**src/rtl/uart_byte_tx.sv**
```systemverilog
// UART byte transmitter: a small byte FIFO feeding a start/data/parity/stop frame serializer.
// tx_busy stays high from the first queued byte until the last frame of the burst finishes.
module uart_byte_tx #(
    parameter int unsigned CLK_FREQ   = 50_000_000,
    parameter int unsigned BAUD_RATE  = 115200,
    parameter int unsigned PARITY     = 0,
    parameter int unsigned STOP_BITS  = 1,
    parameter int unsigned FIFO_DEPTH = 4
) (
    input  logic                          clk,
    input  logic                          reset,
    input  logic [7:0]                    write_data,
    input  logic                          write_en,
    output logic                          tx_busy,
    output logic                          uart_tx,
    output logic [$clog2(FIFO_DEPTH):0]   fifo_level,
    output logic                          overflow
);

    localparam int unsigned BAUD_DIV = (CLK_FREQ + BAUD_RATE / 2) / BAUD_RATE;
    localparam int unsigned CNT_W    = (BAUD_DIV > 2) ? $clog2(BAUD_DIV) : 1;
    localparam int unsigned PTR_W    = (FIFO_DEPTH > 2) ? $clog2(FIFO_DEPTH) : 1;
    localparam int unsigned LVL_W    = PTR_W + 1;

    localparam logic [CNT_W-1:0] BAUD_LAST = CNT_W'(BAUD_DIV - 1);
    localparam logic [2:0]       STOP_LAST = 3'(STOP_BITS - 1);
    localparam logic [LVL_W-1:0] LVL_FULL  = LVL_W'(FIFO_DEPTH);

    if (BAUD_DIV < 2) begin : g_bad_baud
        $error("uart_byte_tx: BAUD_DIV must be at least 2");
    end
    if (STOP_BITS != 1 && STOP_BITS != 2) begin : g_bad_stop
        $error("uart_byte_tx: STOP_BITS must be 1 or 2");
    end
    if (PARITY > 2) begin : g_bad_parity
        $error("uart_byte_tx: PARITY must be 0, 1 or 2");
    end
    if (FIFO_DEPTH < 2 || (FIFO_DEPTH & (FIFO_DEPTH - 1)) != 0) begin : g_bad_depth
        $error("uart_byte_tx: FIFO_DEPTH must be a power of 2, at least 2");
    end

    typedef enum logic [2:0] {StIdle, StStart, StData, StPar, StStop} state_e;

    state_e           state_q, state_d;
    logic [CNT_W-1:0] baud_cnt_q, baud_cnt_d;
    logic [2:0]       bit_cnt_q, bit_cnt_d;
    logic [7:0]       frame_q, frame_d;
    logic             tx_q, tx_d;
    logic             busy_q;
    logic             overflow_q;

    logic [7:0]       fifo_mem [FIFO_DEPTH];
    logic [PTR_W-1:0] wr_ptr_q, rd_ptr_q;
    logic [LVL_W-1:0] level_q, level_d;
    logic             fifo_empty;
    logic             push;
    logic             pop;
    logic             bit_end;
    logic             par_bit;

    assign fifo_empty = (level_q == '0);
    assign push       = write_en && (level_q != LVL_FULL);
    assign bit_end    = (baud_cnt_q == BAUD_LAST);

    always_comb begin
        level_d = level_q;
        unique case ({push, pop})
            2'b10:   level_d = level_q + LVL_W'(1);
            2'b01:   level_d = level_q - LVL_W'(1);
            default: level_d = level_q;
        endcase
    end

    always_comb begin
        state_d    = state_q;
        baud_cnt_d = baud_cnt_q;
        bit_cnt_d  = bit_cnt_q;
        frame_d    = frame_q;
        pop        = 1'b0;
        if (state_q != StIdle) begin
            baud_cnt_d = bit_end ? '0 : baud_cnt_q + CNT_W'(1);
        end
        unique case (state_q)
            StIdle: begin
                baud_cnt_d = '0;
                bit_cnt_d  = '0;
                if (!fifo_empty) begin
                    pop     = 1'b1;
                    frame_d = fifo_mem[rd_ptr_q];
                    state_d = StStart;
                end
            end
            StStart: begin
                if (bit_end) begin
                    bit_cnt_d = '0;
                    state_d   = StData;
                end
            end
            StData: begin
                if (bit_end) begin
                    bit_cnt_d = bit_cnt_q + 3'd1;
                    if (bit_cnt_q == 3'd7) begin
                        bit_cnt_d = '0;
                        state_d   = (PARITY != 0) ? StPar : StStop;
                    end
                end
            end
            StPar: begin
                if (bit_end) begin
                    bit_cnt_d = '0;
                    state_d   = StStop;
                end
            end
            StStop: begin
                if (bit_end) begin
                    bit_cnt_d = bit_cnt_q + 3'd1;
                    if (bit_cnt_q == STOP_LAST) begin
                        // Chain straight into the next start bit so queued frames stay contiguous.
                        bit_cnt_d = '0;
                        if (!fifo_empty) begin
                            pop     = 1'b1;
                            frame_d = fifo_mem[rd_ptr_q];
                            state_d = StStart;
                        end else begin
                            state_d = StIdle;
                        end
                    end
                end
            end
            default: state_d = StIdle;
        endcase
    end

    assign par_bit = (PARITY == 1) ? ~(^frame_d) : (^frame_d);

    // Output bit is derived from the next state so uart_tx lines up with the registered state.
    always_comb begin
        tx_d = 1'b1;
        unique case (state_d)
            StStart: tx_d = 1'b0;
            StData:  tx_d = frame_d[bit_cnt_d];
            StPar:   tx_d = par_bit;
            default: tx_d = 1'b1;
        endcase
    end

    always_ff @(posedge clk) begin
        if (push) begin
            fifo_mem[wr_ptr_q] <= write_data;
        end
    end

    always_ff @(posedge clk or posedge reset) begin
        if (reset) begin
            state_q    <= StIdle;
            baud_cnt_q <= '0;
            bit_cnt_q  <= '0;
            frame_q    <= '0;
            tx_q       <= 1'b1;
            busy_q     <= 1'b0;
            overflow_q <= 1'b0;
            wr_ptr_q   <= '0;
            rd_ptr_q   <= '0;
            level_q    <= '0;
        end else begin
            state_q    <= state_d;
            baud_cnt_q <= baud_cnt_d;
            bit_cnt_q  <= bit_cnt_d;
            frame_q    <= frame_d;
            tx_q       <= tx_d;
            busy_q     <= (state_q != StIdle) || !fifo_empty;
            level_q    <= level_d;
            if (push) begin
                wr_ptr_q <= wr_ptr_q + PTR_W'(1);
            end
            if (pop) begin
                rd_ptr_q <= rd_ptr_q + PTR_W'(1);
            end
            if (write_en && !push) begin
                overflow_q <= 1'b1;
            end
        end
    end

    assign uart_tx    = tx_q;
    assign tx_busy    = busy_q;
    assign fifo_level = level_q;
    assign overflow   = overflow_q;

endmodule
```
**config.mk**
```make
export PLATFORM = sky130hd
export DESIGN_NAME = uart_byte_tx
export DESIGN_NICKNAME = d
export VERILOG_FILES = /design/src/rtl/uart_byte_tx.sv
export SDC_FILE = /design/constraint.sdc
export NUM_CORES = 1
export LEC_CHECK = 0
export CAP_MARGIN = 25
export CELL_PAD_IN_SITES_DETAIL_PLACEMENT = 1
export CELL_PAD_IN_SITES_GLOBAL_PLACEMENT = 1
export CORE_MARGIN = 4
export CORE_UTILIZATION = 49
export DETAILED_ROUTE_END_ITERATION = 12
export PLACE_DENSITY_LB_ADDON = 0.1
export SLEW_MARGIN = 0
export SYNTH_ARGS = -nofsm -noshare
export SYNTH_HDL_FRONTEND = slang
export SYNTH_SLANG_ARGS = --single-unit
```
**constraint.sdc**
```tcl
create_clock -name clk -period 3.75 [get_ports clk]
set_input_delay 0.75 -clock clk [delete_from_list [all_inputs] [get_ports clk]]
set_output_delay 0.75 -clock clk [all_outputs]
set_load 0.03 [all_outputs]
```
Yosys cells after proc, flatten, opt, wreduce, memory -nomap -nowiden. Memory sizes are Yosys's and may differ from the RTL's. Cells that the tools add are included.

Register bits: 33. RAM bits: 32. Input port bits: 11. Output and inout port bits: 6. Word-level logic and storage cells: 75. Memories kept: 1.

Memories: fifo_mem (depth 4, width 8, rd ports 1, clocked after memory_dff 0, wr ports 1, RTL line 52) `logic [7:0] fifo_mem [FIFO_DEPTH];`.

$add $sub $neg: 6. $lt $le $gt $ge: 1. Equal/unequal tests: 12. Multiplexer cells: 32. Reductions and logical operators: 13.

Operator list (count): 3-bit 2-to-1 mux (12); 9-bit 2-to-1 mux (3); 8-bit 2-to-1 mux (3); 8-bit one-hot mux with 2 select lines (1); 3-bit one-hot mux with 5 select lines (1); 3-bit by 2-bit == test with 1-bit output (second input constant) (4); 3-bit one-hot mux with 4 select lines (1); 9-bit by 1-bit adder with 9-bit output (second input constant) (1); 9-bit == test (second input constant) (1); 3-bit logical NOT (3); 8-bit XOR reduction (1); 1-bit 2-to-1 mux (7); 3-bit by 1-bit adder with 3-bit output (second input constant) (2); 3-bit by 1-bit == test with 1-bit output (second input constant) (2); 3-bit == test (second input constant) (2); 3-bit one-hot mux with 2 select lines (1); 2-bit by 1-bit adder with 2-bit output (second input constant) (2); 3-bit by 4-bit < comparator with 1-bit output (second input constant) (1); 2-bit nonzero test (2); 1-bit binary-select mux with 3-bit select (1); 3-bit inequality test (second input constant) (1); 1-bit one-hot mux with 3 select lines (1); 3-bit nonzero test (1); 3-bit by 1-bit subtractor with 3-bit output (second input constant) (1); 7 further kinds (9).

Longest topological paths before layout. Gate-level depths: netlist of the first run.

Depth in word-level cells: 8. Mapped depth: 12.

Least setup slack after synthesis of the first run. OpenSTA, ideal clock, no wires.

Path type: reg2reg. Start point: register baud_cnt_q[2]. End point: register level_q[2] (netlist: fifo_level[2]). Library setup time: 0.081 ns. Data arrival time: 2.539 ns. Data required time: 3.669 ns. Slack: 1.130 ns. Cell stages (with the launch flop): 12. Path buffers: 1. Period minus slack after synthesis: 2.620 ns. Path through: dfrtp_1 > or4b_4 > buf_6 > o31ai_4 > nand2_4 > clkinv_4 > ha_1 > inv_1 > fa_1 > xor2_1 > nor2_1 > xor2_1.

Longest elaborated chain between the ends: 5. Elaborated cells on any way between the ends: 7. Classes of those cells: eq/ne: 3; mux: 3; reduce/logical: 1.

Ends and longest elaborated chain: start, declared (RTL line 45) `logic [CNT_W-1:0] baud_cnt_q, baud_cnt_d;`; start signal, assigned (RTL line 167) `baud_cnt_q <= baud_cnt_d;`; 9-bit == test * (RTL line 63) `assign bit_end = (baud_cnt_q == BAUD_LAST);`; 1-bit 2-to-1 mux * (RTL line 115) `if (bit_end) begin`; 1-bit one-hot mux with 2 select lines * (RTL line 83) `unique case (state_q)`; net pop (RTL line 57) `logic pop;`; 2-bit by 1-bit == test with 1-bit output or 2-bit == test (tied branches) (RTL line 67) `unique case ({push, pop})`; 3-bit one-hot mux with 2 select lines or 2-bit nonzero test (tied branches); end signal, assigned (RTL line 172) `level_q <= level_d;`; end, declared (RTL line 54) `logic [LVL_W-1:0] level_q, level_d;`.

The timed path passes the listed nets; every way through them passes the cells marked *. A chain may end at the register's enable or synchronous reset.

Worst setup path after layout of the first run.
Start point: register baud_cnt_q[1]. End point: register level_q[2] (netlist: fifo_level[2]).

Same word-level chain as after synthesis.

==> reports/summary.txt, run 1 <==
Slew @ Worst Pin: 0.591 ns
# rows: 28
Routed WL: 5660 um
cts hold-fix bufs: 0
mapped cell area: 0.00303 mm2
core area: 0.00596 mm2
synth top area cells: edfxtp_1 32%, dfrtp_1 26%, mux4_2 6.0%
share of the synthesized area in the top cell type: 31.8%
Static Leak: 1.37 nW
Tot GR Track Use: 17.5%
# resized after CTS: 0
global-route wire length before repair: 9870 um
DP Area: 0.00326 mm2
Starting Density: 50.8%
setup slack, reg-to-reg: 0.99 ns
CTS Root Cell: clkbuf_8
NumNets Final: 280
Largest stage delay, worst path: 0.44 ns
GP Congestion: 0.799
dominant synthesized flop cell: edfxtp_1
die width: 86.6 um
vias in the first global route: 2,011
commonest non-fill, non-tap cells in the layout: 32 x dfrtp_1, 32 x edfxtp_1, 24 x nand2_1, 18 x nor2_1, 16 x clkdlybuf4s50_1
Clock Pin Slew Worst Setup and Hold Paths: 0.08 ns
mux contribution to synthesized area: 7.61%
Max Fclk: 362 MHz
# Max-Cap Violations: 0
number of routed nets with antenna violations: 0
status: finished, final reports clean
# port buffers: 16
Mapped Nets: 257
Num Clock Sinks: 65
Final Skew: 0.00860 ns
die height: 86.6 um
Worst-Skew Late Latency: 0.33 ns
CP Max Fanout: 9
CTS buffer count: 9
worst-path cell chain: inv_1 > ha_1 > nand4_1 > o31ai_4 > nand2_4 > clkinv_4 > ha_1 > inv_1 > fa_1 > xor2_1 > nor2_1 > xor2_1
Final HPWL DP: 4130 um
first drt pass iteration count: 4
initial antenna violation count: 0
synthesized instance count: 235
via count: 1,812
CP endpoint kind: flop
worst-case clock buffer depth: 2
synthesized flop and latch total: 65
Synth Area in Compound Gates: 8.44%
critical path's top delay family: adder cells
Syn. warnings: 0
largest family of logic cells by synthesized area: simple AND/OR/NAND/NOR gates
ys async rst share: 50.8%
gr ovfl total: 0
RSZ-0062 raised after global routing: false
worst hold-check path type: reg2reg
Hold Vio Cnt, Final: 0
CTS H-tree lvls: 3
Starting DRT DRC Count: 89
Distinct cells, synth: 50
Worst EP arrival: 3.03 ns
DR WL/cell: 16.7 um
# IOs: 17
number of flops mapped to enable cells by yosys: 32
largest net degree at the start of global routing: 23
sequential-to-total area share from yosys stat: 59.1%
Die Area: 0.00750 mm2
startpoint types: flop
TritonCTS clock tree: done
biggest area consumer among synthesized cells: edfxtp_1
Vias per Instance: 5.36
Cell Pwr Density: 713 mW/mm2
xor/xnor cell area share of the yosys netlist: 5.50%
WHS Path Cells: 1
post-synthesis adder-cell area fraction: 5.13%
worst endpoint required time: 4.01 ns
Fin Setup TNS: 0 ns
layout cells sized above 1: 12.5%
Critical Path Slowest Stage Cell: o31ai_4
final instance area: 0.00348 mm2
antenna cells: 0
number of remaining DRC errors: 0
Post-CTS Setup Bufs: 0
fin crit share: 73.7%
kind of critical path: reg2reg
Final Critical Period: 2.76 ns
Area growth syn-to-layout: 15.0%
# setup viols final: 0
R2R cell count: 12
Slew headroom: 60.6%
Crit path depth: 12
Simple-Gate Fraction of Synth Area: 11.3%
Worst VDD drop: 0.000423 V
Avg Inst Size Synth: 12.9 um2
Buf+Inv Stages, Crit Path: 3
max-slew violation count: 0
-- layer usage --
metal  vias to the layer above  GRT usage, %  routed length (um)
met2                        15          29.3                2890
met1                       908          21.9                2560
met5                         -             0                   0
met4                         0          6.80                  63
li1                        885             -                   -
met3                         4          4.37                 143
-- kinds of logic (layout without fill, tap and decap cells) --
family | after synthesis | count (layout)
xor+xnor | 19 | 19
flops | 65 | 65
fa+ha+maj | 12 | 12
simple gates | 71 | 71
buf+inv | 20 | 48
compound gates | 36 | 36
mux | 12 | 12
-- registers in the layout (all words and copies together), names as in the netlist --
name	cells
fifo_level	3
bit_cnt_q	3
frame_q	8
overflow	1
state_q	3
fifo_mem	32
tx_busy	1
baud_cnt_q	9
rd_ptr_q	2
uart_tx	1
wr_ptr_q	2
-- area by class of cell --
class | count | area [um2]
fillers | 616 | 2480
flip-flops and latches | 65 | 1790
multi-input cells | 150 | 1150
repair buffers | 17 | 168
clock buffers | 9 | 124
clock inverters | 7 | 95.1
well taps | 75 | 93.8
inverters | 15 | 61.3
-- per-stage QoR --
step	cells	hold WS (ns)	worst slack [ns]	total power, mW	util (%)
after floorplan	235	0.453	1.13	1.64	-
after global placement	322	0.455	1.07	1.84	54.7
after detailed placement	322	0.461	0.982	1.86	54.7
after CTS	338	0.474	0.965	2.53	58.4
after global routing	338	0.493	0.744	2.64	58.4
final	338	0.470	0.985	2.48	58.4
-- final timing paths --
check | from | end
hold reg to reg | overflow$_DFFE_PP0P_ | overflow$_DFFE_PP0P_
hold / removal | overflow$_DFFE_PP0P_ | overflow$_DFFE_PP0P_
setup / recovery | baud_cnt_q[1]$_DFF_PP0_ | fifo_level[2]$_DFFE_PP0P_
setup reg to reg | baud_cnt_q[1]$_DFF_PP0_ | fifo_level[2]$_DFFE_PP0P_
max in group asynchronous | reset | uart_tx$_DFF_PP1_
min in group asynchronous | reset | baud_cnt_q[6]$_DFF_PP0_
-- report_power, final --
group | switching (mW) | total (mW) | internal [mW]
registers | 0.176 | 1.12 | 0.948
logic | 0.355 | 0.718 | 0.363
clock network | 0.268 | 0.640 | 0.373
-- worst reg2reg max path: stages (launching register included) --
cell and delay [ns]:
dfrtp_1 0.41, inv_1 0.07, ha_1 0.15, nand4_1 0.36, o31ai_4 0.44, nand2_4 0.14
clkinv_4 0.12, ha_1 0.19, inv_1 0.07, fa_1 0.37, xor2_1 0.15, nor2_1 0.11
xor2_1 0.14
-- synthesized netlist by cell type (all sizes together) (5+ instances only) --
cell    count
mux4        8
xor2        5
nand3       5
xnor2      14
inv        14
dfrtp      32
o21ai      10
edfxtp     32
a21oi       6
nand2      25
nor2b       5
and2        5
nor2       18
ha         10
(Power assumes the default switching activity.)
==> run 2, diff against run 1 <==
--- a/config.mk
+++ b/config.mk
@@ -9,7 +9,7 @@
 export CELL_PAD_IN_SITES_DETAIL_PLACEMENT = 1
 export CELL_PAD_IN_SITES_GLOBAL_PLACEMENT = 1
 export CORE_MARGIN = 4
-export CORE_UTILIZATION = 49
+export CORE_UTILIZATION = 44
 export DETAILED_ROUTE_END_ITERATION = 12
 export PLACE_DENSITY_LB_ADDON = 0.1
 export SLEW_MARGIN = 0
==> constraint.sdc (replaced) <==
create_clock -name clk -period 2.5 [get_ports clk]
set_input_delay 0.5 -clock clk [delete_from_list [all_inputs] [get_ports clk]]
set_output_delay 0.5 -clock clk [all_outputs]
set_load 0.03 [all_outputs]
==> run 2 against run 1 <==
Hold slack better by 0.0088 ns. Clock power is 59% higher. Global-route usage is 1.3 points lower. Sequential power is 47% higher. Critical path type unchanged. Largest power group unchanged.
==> reports/summary.txt, run 2 (synthesis gave the netlist of run 1 again) <==
status: finished, final reports clean
gr ovfl total: 0
Crit path depth: 10
worst-case clock buffer depth: 2
Final Skew: 0.0118 ns
initial antenna violation count: 0
CTS H-tree lvls: 3
CTS Root Cell: clkbuf_8
Hold Vio Cnt, Final: 0
startpoint types: flop
# rows: 29
die width: 90.9 um
# setup viols final: 0
Final Critical Period: 2.45 ns
biggest regs: fifo_mem x32, baud_cnt_q x9, frame_q x8
via count: 1,918
largest net degree at the start of global routing: 34
Slew headroom: 59.3%
Starting Density: 46.6%
R2R cell count: 10
worst-path cell chain: or4b_4 > o31ai_4 > nand2_4 > clkinv_4 > ha_4 > inv_2 > fa_2 > xor2_1 > nor2_1 > xor2_1
Final HPWL DP: 4350 um
CTS buffer count: 9
number of remaining DRC errors: 0
number of routed nets with antenna violations: 0
filler instances: 653
max-slew violation count: 0
# port buffers: 16
CP Max Fanout: 6
vias in the first global route: 2,099
Routed WL: 6330 um
Biggest register: fifo_mem
worst endpoint required time: 2.76 ns
# Max-Cap Violations: 0
antenna cells: 0
Tot GR Track Use: 16.2%
core area: 0.00649 mm2
TritonCTS clock tree: done
worst hold-check path type: reg2reg
global-route wire length before repair: 10,500 um
Die Area: 0.00827 mm2
Worst VDD drop: 0.000529 V
Slew @ Worst Pin: 0.607 ns
NumNets Final: 295
DR WL/cell: 17.8 um
Placed Instances: 338
Area growth syn-to-layout: 21.5%
kind of critical path: reg2reg
CP endpoint kind: flop
RSZ-0062 raised after global routing: true
Worst-Skew Late Latency: 0.34 ns
Finished Layout Cells: 355
layout cells sized above 1: 21.2%
critical path's top delay family: simple AND/OR/NAND/NOR gates
Worst EP arrival: 2.71 ns
GP Congestion: 0.827
Vias per Instance: 5.40
commonest non-fill, non-tap cells in the layout: 32 x dfrtp_1, 32 x edfxtp_1, 23 x nand2_1, 18 x nor2_1
Largest register FFs: 32
fin crit share: 97.9%
Cell Pwr Density: 1050 mW/mm2
first drt pass iteration count: 4
Buf+Inv Stages, Crit Path: 2
Layout Utilization: 56.6%
Clock Pin Slew Worst Setup and Hold Paths: 0.08 ns
Largest stage delay, worst path: 0.60 ns
Starting DRT DRC Count: 61
Max Fclk: 409 MHz
WHS Path Cells: 1
Critical Path Slowest Stage Cell: or4b_4
die height: 90.9 um
Num Clock Sinks: 65
# IOs: 17
Static Leak: 1.46 nW
most frequent CP cell: xor2_1
run 2: worst paths after layout:
path	start	to	slack, ns
setup / recovery	baud_cnt_q[3]$_DFF_PP0_	fifo_level[2]$_DFFE_PP0P_	0.05
hold / removal	overflow$_DFFE_PP0P_	overflow$_DFFE_PP0P_	0.48
setup reg to reg	baud_cnt_q[3]$_DFF_PP0_	fifo_level[2]$_DFFE_PP0P_	0.05
hold reg to reg	overflow$_DFFE_PP0P_	overflow$_DFFE_PP0P_	0.48
max in group asynchronous	reset	uart_tx$_DFF_PP1_	1.58
min in group asynchronous	reset	frame_q[0]$_DFF_PP0_	0.56
run 2: routing by layer:
layer  GRT usage, %  share of wire, %  vias to the layer above  routed length, um
met4           7.16               2.2                        0                141
li1               -                 -                      915                  -
met1           20.5                45                      954               2850
met5              0                 0                        -                  0
met3           2.92               2.9                       13                186
met2           27.3                50                       36               3150
run 2: final cells by class:
cell class / count / area (um2) / share of cell area [%]
Clock buffer: 9 / 124 / 3.37
Clock inverter: 7 / 101 / 2.76
Inverter: 15 / 61.3 / 1.67
Multi-Input combinational cell: 150 / 1220 / 33.3
Sequential cell: 65 / 1790 / 48.6
Tap cell: 77 / 96.3 / 2.62
Timing Repair Buffer: 32 / 280 / 7.62
run 2: report_power, final:
group          internal (mW)  leakage (nW)  switching [mW]
clock                  0.570         0.106           0.450
combinational          0.614         0.655           0.585
sequential              1.42         0.698           0.227
total                   2.61          1.46            1.26
run 2: what timing repair did:
item,in CTS,in global routing
endpoints found under the setup margin,1,2
setup buffers,0,1
pin swaps,0,6
gates resized for setup,4,11
hold buffers,0,0
run 2: through the flow:
stage	instance area [um2]	hold WS [ns]	TNS, ns	setup WS [ns]	total power, mW
after floorplan	3040	0.453	0	0.0204	2.47
after global placement	3380	0.452	0	0.00952	2.83
after detailed placement	3380	0.463	0	0.0000864	2.86
after CTS	3630	0.482	0	0.0185	3.91
after global routing	3680	0.509	-0.162	-0.103	4.11
final	3680	0.479	0	0.0521	3.87
